<file path="src/rtl/spec_byte_serializer.sv">
// Frame-to-byte-stream serializer: captures a whole spectrum frame and emits it byte by byte
// on a ready/valid stream. Optional frame-counter header controlled by macro SPEC_SER_SEQ_HDR_EN.
module spec_byte_serializer #(
   parameter int N_BYTES = 8,
   parameter int SEQ_W   = 32
) (
   input  logic                    clk,
   input  logic                    srst,
   input  logic                    in_valid,
   input  logic [N_BYTES-1:0][7:0] in_data,
   output logic [7:0]              m_tdata,
   output logic                    m_tvalid,
   input  logic                    m_tready,
   output logic                    m_tlast,
   output logic                    busy,
   output logic [15:0]             drop_cnt
);

   if ((SEQ_W % 8) != 0 || SEQ_W < 8 || SEQ_W > 32) begin : g_bad_seq_w
      $error("SEQ_W must be a multiple of 8 in the range 8..32");
   end

`ifdef SPEC_SER_SEQ_HDR_EN
   localparam int HDR_BYTES = SEQ_W / 8;
   localparam int MAX_LEN   = (N_BYTES > HDR_BYTES) ? N_BYTES : HDR_BYTES;
   typedef enum logic [1:0] {IDLE = 2'd0, HDR = 2'd1, PAY = 2'd2} state_t;
   localparam state_t FIRST = HDR;
`else
   localparam int MAX_LEN = N_BYTES;
   typedef enum logic [1:0] {IDLE = 2'd0, PAY = 2'd2} state_t;
   localparam state_t FIRST = PAY;
`endif
   localparam int IDX_W = (MAX_LEN > 1) ? $clog2(MAX_LEN) : 1;

   state_t                  state, state_n;
   logic [IDX_W-1:0]        idx;
   logic [N_BYTES-1:0][7:0] frame_p0;
   logic                    xfer;
   logic                    last_byte;
   logic                    tlast_xfer;
   logic                    capture;
   logic                    drop;

   function automatic logic [15:0] sat_inc16(input logic [15:0] v);
      return (v == 16'hFFFF) ? v : v + 16'd1;
   endfunction

   assign xfer       = m_tvalid & m_tready;
   assign last_byte  = (state == PAY) && (idx == IDX_W'(N_BYTES - 1));
   assign tlast_xfer = xfer & last_byte;
   // A frame arriving exactly on the tlast transfer chains on without a bubble.
   assign capture    = in_valid & ((state == IDLE) | tlast_xfer);
   assign drop       = in_valid & (state != IDLE) & ~tlast_xfer;

`ifdef SPEC_SER_SEQ_HDR_EN
   logic [SEQ_W-1:0]          seq_cnt;
   logic [SEQ_W-1:0]          seq_next;
   logic [HDR_BYTES-1:0][7:0] hdr_p0;
   logic                      hdr_last;

   assign seq_next = tlast_xfer ? seq_cnt + SEQ_W'(1) : seq_cnt;
   assign hdr_last = (idx == IDX_W'(HDR_BYTES - 1));

   always_ff @(posedge clk) begin
      if (srst) begin
         seq_cnt <= '0;
      end else begin
         seq_cnt <= seq_next;
      end
   end

   // Header value is latched with the frame so it reflects a count bumped by a coincident tlast.
   always_ff @(posedge clk) begin
      if (capture) begin
         hdr_p0 <= seq_next;
      end
   end
`endif

   // Capture stage: frame payload register (data only, no reset)
   always_ff @(posedge clk) begin
      if (capture) begin
         frame_p0 <= in_data;
      end
   end

   always_ff @(posedge clk) begin
      if (srst) begin
         state <= IDLE;
      end else begin
         state <= state_n;
      end
   end

   always_comb begin
      state_n = state;
      case (state)
         IDLE: begin
            if (in_valid) begin
               state_n = FIRST;
            end
         end
`ifdef SPEC_SER_SEQ_HDR_EN
         HDR: begin
            if (xfer && hdr_last) begin
               state_n = PAY;
            end
         end
`endif
         PAY: begin
            if (tlast_xfer) begin
               state_n = in_valid ? FIRST : IDLE;
            end
         end
         default: state_n = IDLE;
      endcase
   end

   always_ff @(posedge clk) begin
      if (srst) begin
         idx <= '0;
      end else if (capture) begin
         idx <= '0;
      end else if (xfer) begin
`ifdef SPEC_SER_SEQ_HDR_EN
         if (last_byte || ((state == HDR) && hdr_last)) begin
`else
         if (last_byte) begin
`endif
            idx <= '0;
         end else begin
            idx <= idx + IDX_W'(1);
         end
      end
   end

   always_ff @(posedge clk) begin
      if (srst) begin
         drop_cnt <= '0;
      end else if (drop) begin
         drop_cnt <= sat_inc16(drop_cnt);
      end
   end

   always_comb begin
      m_tvalid = (state != IDLE);
      busy     = (state != IDLE);
      m_tlast  = 1'b0;
      m_tdata  = '0;
      case (state)
`ifdef SPEC_SER_SEQ_HDR_EN
         HDR: begin
            for (int i = 0; i < HDR_BYTES; i++) begin
               if (idx == IDX_W'(i)) begin
                  m_tdata = hdr_p0[HDR_BYTES-1-i];
               end
            end
         end
`endif
         PAY: begin
            for (int i = 0; i < N_BYTES; i++) begin
               if (idx == IDX_W'(i)) begin
                  m_tdata = frame_p0[i];
               end
            end
            m_tlast = last_byte;
         end
         default: ;
      endcase
   end

endmodule

</file>
<file path="config.mk">
export PLATFORM = sky130hd
export DESIGN_NAME = spec_byte_serializer
export DESIGN_NICKNAME = d
export VERILOG_FILES = /design/src/rtl/spec_byte_serializer.sv
export SDC_FILE = /design/constraint.sdc
export NUM_CORES = 1
export LEC_CHECK = 0
export CAP_MARGIN = 5
export CORE_MARGIN = 5
export CORE_UTILIZATION = 45
export CTS_BUF_LIST = sky130_fd_sc_hd__clkbuf_4 sky130_fd_sc_hd__clkbuf_8 sky130_fd_sc_hd__clkbuf_16
export DETAILED_ROUTE_END_ITERATION = 10
export PLACE_DENSITY = 0.76
export REMOVE_ABC_BUFFERS = 1
export SLEW_MARGIN = 15
export SYNTH_ARGS = -nofsm -noshare
export SYNTH_HDL_FRONTEND = slang
export SYNTH_SLANG_ARGS = --single-unit
export TNS_END_PERCENT = 1
</file>
<file path="constraint.sdc">
create_clock -name clk -period 6.5 [get_ports clk]
set_clock_uncertainty 0.2 [all_clocks]
set_input_delay 0.975 -clock clk [delete_from_list [all_inputs] [get_ports clk]]
set_output_delay 0.975 -clock clk [all_outputs]
set_load 0.02 [all_outputs]
</file>
==> After elaboration in Yosys (flattened, before gate mapping) <==
Index checks and enable logic that the tools add are counted.
{ "word_totals": {"ff_bits": 85, "wordCells": 54} }
{ "classes": {"addsub": 2, "eq_ne": 11, "mux": 15, "bitwise": 8, "n_reduce_logical": 7} }
{ "op_table": {"columns": ["op", "n"], "rows": [
  ["2-to-1 mux 8 bit", 9],
  ["adder 16 x 1 -> 16 bit (second input constant)", 1],
  ["== test 16 bit (second input constant)", 1],
  ["== test 3 bit (second input constant)", 4],
  ["== test 3 x 2 -> 1 bit (second input constant)", 2],
  ["2-to-1 mux 2 bit", 3],
  ["AND 1 bit", 5],
  ["inequality test 2 bit (second input constant)", 2],
  ["one-hot mux 2 bit (2 select lines)", 1],
  ["AND reduction 2 bit", 2],
  ["adder 3 x 1 -> 3 bit (second input constant)", 1],
  ["== test 3 x 1 -> 1 bit (second input constant)", 1],
  ["logical NOT 3 bit", 1],
  ["2-to-1 mux 3 bit", 1],
  ["== test 2 bit (second input constant)", 1],
  ["logical NOT 2 bit", 1],
  ["NOT 1 bit", 2],
  ["nonzero test 2 bit", 1],
  ["OR reduction 2 bit", 1],
  ["logical AND 1 bit", 1],
  ["2-to-1 mux 1 bit", 1],
  ["bitwise OR 1 bit", 1]
]} }

==> Depth between registers and ports, before layout <==
{ "depth": {"depth_word": 10, "mapped_depth": 9, "mapped_depth_nobuf": 6} }

==> Worst setup path before layout <==
OpenSTA, ideal clock, no wires.
{ "synth_timing": {"path_kind": "input to register", "start": "input port m_tready", "end": "register idx[0]", "setup_ps": 118, "arrival_ps": 4441, "setup_slack_ps": 1741, "path_stages": 4, "path_buffers": 0, "path_cell_list": "a21boi_2 -> nor2b_1 -> or2_2 -> nor2_1"} }
{ "synth_between": {"elab_chain_cells": 5} }
{ "synth_rtl": {"columns": ["element", "line", "source"], "rows": [
  ["start: declaration", "13", "input logic m_tready,"],
  ["AND 1 bit", "48", "assign xfer = m_tvalid & m_tready;"],
  ["AND 1 bit", "50", "assign tlast_xfer = xfer & last_byte;"],
  ["bitwise OR 1 bit", "52", "assign capture = in_valid & ((state == IDLE) | tlast_xfer);"],
  ["AND 1 bit", "52", null],
  ["net capture", "41", "logic capture;"],
  ["OR reduction 2 bit (no line)", null, null],
  ["end signal: assignment", "132", "idx <= idx + IDX_W'(1);"],
  ["end: declaration", "36", "logic [IDX_W-1:0] idx;"]
]} }
The timed path passes the listed nets, and every way through them passes these cells.
A chain may end at the register's enable or synchronous reset.

==> Final worst setup path <==
{ "layout_timing": {"start": "register idx[2]", "end": "output port m_tdata[7]"} }
{ "layout_between": {"elab_chain_cells": 10} }
{ "layout_rtl": {"columns": ["element", "line", "source"], "rows": [
  ["logical NOT 3 bit", "162", "if (idx == IDX_W'(i)) begin"],
  ["2-to-1 mux 8 bit (7 in a row)", "162", null],
  ["2-to-1 mux 8 bit *", "162", null],
  ["2-to-1 mux 8 bit *", "150", "case (state)"],
  ["end: declaration", "11", "output logic [7:0] m_tdata,"]
]} }
Mark *: on every way between the ends. The rest lies on a longest branch, timed or not.

==> flow_summary.ini <==
[worst_setup_path]
worstReg2RegStart = idx[2]
crit_path_top_delay_cell = dfxtp_1
critPathKind = register to output pin
critPathCaptureType = output pin
critical_path.most_common_cell = a21oi_1
reg2regPathDepth = 6
cp_max_fo = 28
crit_chain = inv_1 -> ha_1 -> or3_1 -> a21oi_1 -> o31ai_1 -> a21oi_1 -> clkdlybuf4s50_1
rr_endpoint = idx[0]
cp-start-kind = register
critPathRequiredTime_ns = 5.32
reg2reg_setup_slack_ns = 3.25
worstPathArrival_ns = 3.54
max_stage_delay_ns = 0.90

[detailed_routing]
drtIter0Drc = 119
first_pass_iters = 4
num_vias = 2945
wire_per_inst_microns = 17.20
ant_nets = 0
wl_mm = 9.307
drc = 0
vias_per_cell = 5.444

[synth]
synth_seq_area_share_pct = 60.10
syn_area_sq_um = 3864
yosys.area.top_type = edfxtp_1
yosys-top-cells-area = edfxtp_1 50%, dfxtp_1 10%, a21oi_1 5.8%
syn-instance-count = 344
synth.distinct_cells = 36
ys_ff_latch = 84
ys_async_sr_fraction_pct = 0
avgSynthCellArea_sq_um = 11.23
synth_most_common_cell = edfxtp_1
ys.flop_type = edfxtp_1
synth_commonest_cells = 64 x edfxtp_1, 45 x a21oi_1, 28 x o21ai_0
synth_top_area_share_pct = 49.74
yosysWarnings = 0
synth_edf_count = 64

[power]
cellLeakagePower_nw = 1.677
vdd_ir_drop_max_mv = 0.1386
power_density_nw_per_um2 = 226.9

[placement]
gp_congestion = 0.8289
port_buffers = 94
post-place-cells = 525
hpwl_mm = 6.249

[timing]
worst_pin_slew_ns = 0.9621
hold_violations = 0
maxSlewViolCount = 0
slew_headroom_pct = 35.86
rsz0062_at_grt = no
setup_violations = 0
fin_tns_setup_ns = 0
fin_crit_ns = 4.719
max_freq_ghz = 0.2119
period_share_pct = 72.61

[run_status]
status = finished, final reports clean

[clock_tree]
clock_latency_ns = 0.35
cts_buffer_depth = 2
cts_sinks = 84
cts_tree = done
clk_pin_slew_ns = 0.07
post_cts_resized = 0
cts.htree.levels = 3
numCtsBuffers = 9
cts_hold_buf = 0
cts_root_buf = clkbuf_8
post-cts-setup-buffers = 0

[layout]
seq_area_sq_um = 2322
syn_to_final_growth_pct = 32.19
fin_cells = 541
multi_input_area_sq_um = 1436
drive_gt1_share_pct = 5.505
fin_util_pct = 61.54
nFillCells = 674
diodes = 0
fin_nets = 506

[die]
die_w_microns = 102.7
dieArea_sq_um = 10540
num_rows = 33
start_util_pct = 46.56
core_area_sq_um = 8299
ios = 95
chipHeight_microns = 102.7

[global_routing]
overflow = 0
grt_start_max_net_pins = 66
grt_pass1_wl_mm = 14.80
grt_usage_pct = 18.56
grt_pass1_vias = 2952
antenna_found_initial = 0

[flow_run]
drv_cap = 0

[worst_hold_path]
worstHoldStart = drop_cnt[4]
hold_path.class = register to register
hold_depth = 2
whs_endpoint = drop_cnt[4]
-- layer usage --
layer	global-route usage [%]	wire length [microns]
met1	23.21	3882
met2	30.69	4563
met5	0	0
met3	4.939	766
met4	7.366	95
-- per-stage QoR --
| stage | power [W] | setup slack [ns] | area, sq um | hold WS (ns) |
|---|---|---|---|---|
| after floorplan | 0.0006650 | 1.510 | 3781 | 0.3124 |
| after global placement | 0.0007275 | 2.240 | 4868 | 0.2920 |
| after detailed placement | 0.0007303 | 2.162 | 4868 | 0.3009 |
| after CTS | 0.001169 | 1.764 | 5107 | 0.3132 |
| after global routing | 0.001200 | 1.490 | 5107 | 0.3313 |
| final | 0.001159 | 1.781 | 5107 | 0.3126 |
-- state kept, by name, indices dropped and copies added (netlist names) --
signal    count
frame_p0     64
idx           3
drop_cnt     16
state         1
-- worst max path at each step --
stage            from         end  slack (ns)  cells past startpoint
2_1_floorplan  idx[2]      idx[0]        1.51                      5
3_3_place_gp   idx[2]  m_tdata[0]        2.24                      7
3_5_place_dp   idx[2]  m_tdata[0]        2.16                      7
4_1_cts        idx[2]  m_tdata[0]        1.76                      7
5_1_grt        idx[2]  m_tdata[0]        1.49                      7
6_report       idx[2]  m_tdata[7]        1.78                      7
-- critical path: cells and delay by family (launching register included) --
kind / cells / cell delay, ns
AOI/OAI and AO/OA: 3 / 0.53
adders and majority gates: 1 / 0.42
buffers and inverters: 2 / 0.74
DFF: 1 / 0.90
and+or+nand+nor: 1 / 0.60
-- kinds of logic after synthesis --
group / count (synthesis) / synth area share, %
flip-flops: 84 / 60.10
AO/OA/AOI/OAI: 96 / 13.80
multiplexers: 5 / 1.457
adder cells (fa/ha/maj): 7 / 2.267
buffers and inverters: 27 / 2.915
AND/OR/NAND/NOR: 125 / 19.46
-- final cells by class --
cell class,count,area share (%)
timing repair buffer,95,18.57
tap,105,2.572
inverter,8,0.5879
sequential,84,45.47
clock inverter,5,1.960
multi-input combinational,233,28.12
clock buffer,11,2.719
-- report_power, final --
part	switching (W)	internal, W	total (W)
Combinational	0.0000454	0.0000583	0.000104
Clock	0.000178	0.000263	0.000441
Sequential	0.00000912	0.000605	0.000614
-- cells in the final DEF, fill, tap and decap left out, drive strengths merged --
| master | instances |
|---|---|
| clkdlybuf4s50 | 94 |
| edfxtp | 64 |
| a21oi | 45 |
| o21ai | 28 |
| nand2 | 22 |
| dfxtp | 20 |
| nand3b | 16 |
| nor2b | 14 |
| o31ai | 13 |
| nor2 | 12 |
| clkbuf | 11 |
| and2 | 10 |
| nor3 | 10 |
| inv | 8 |
| nand2b | 8 |
| a31oi | 8 |
| nand3 | 8 |
| ha | 7 |
| mux2 | 5 |
| or4 | 5 |
| nand4 | 4 |
| nor4 | 4 |
| or3 | 3 |
| nor4b | 3 |
| bufinv | 3 |
| and4 | 2 |
| clkinv | 2 |
| a21boi | 1 |
| or2 | 1 |
| nor3b | 1 |
| and3 | 1 |
| a41oi | 1 |
| or3b | 1 |
| buf | 1 |
Power figures use the tool's default switching activity.
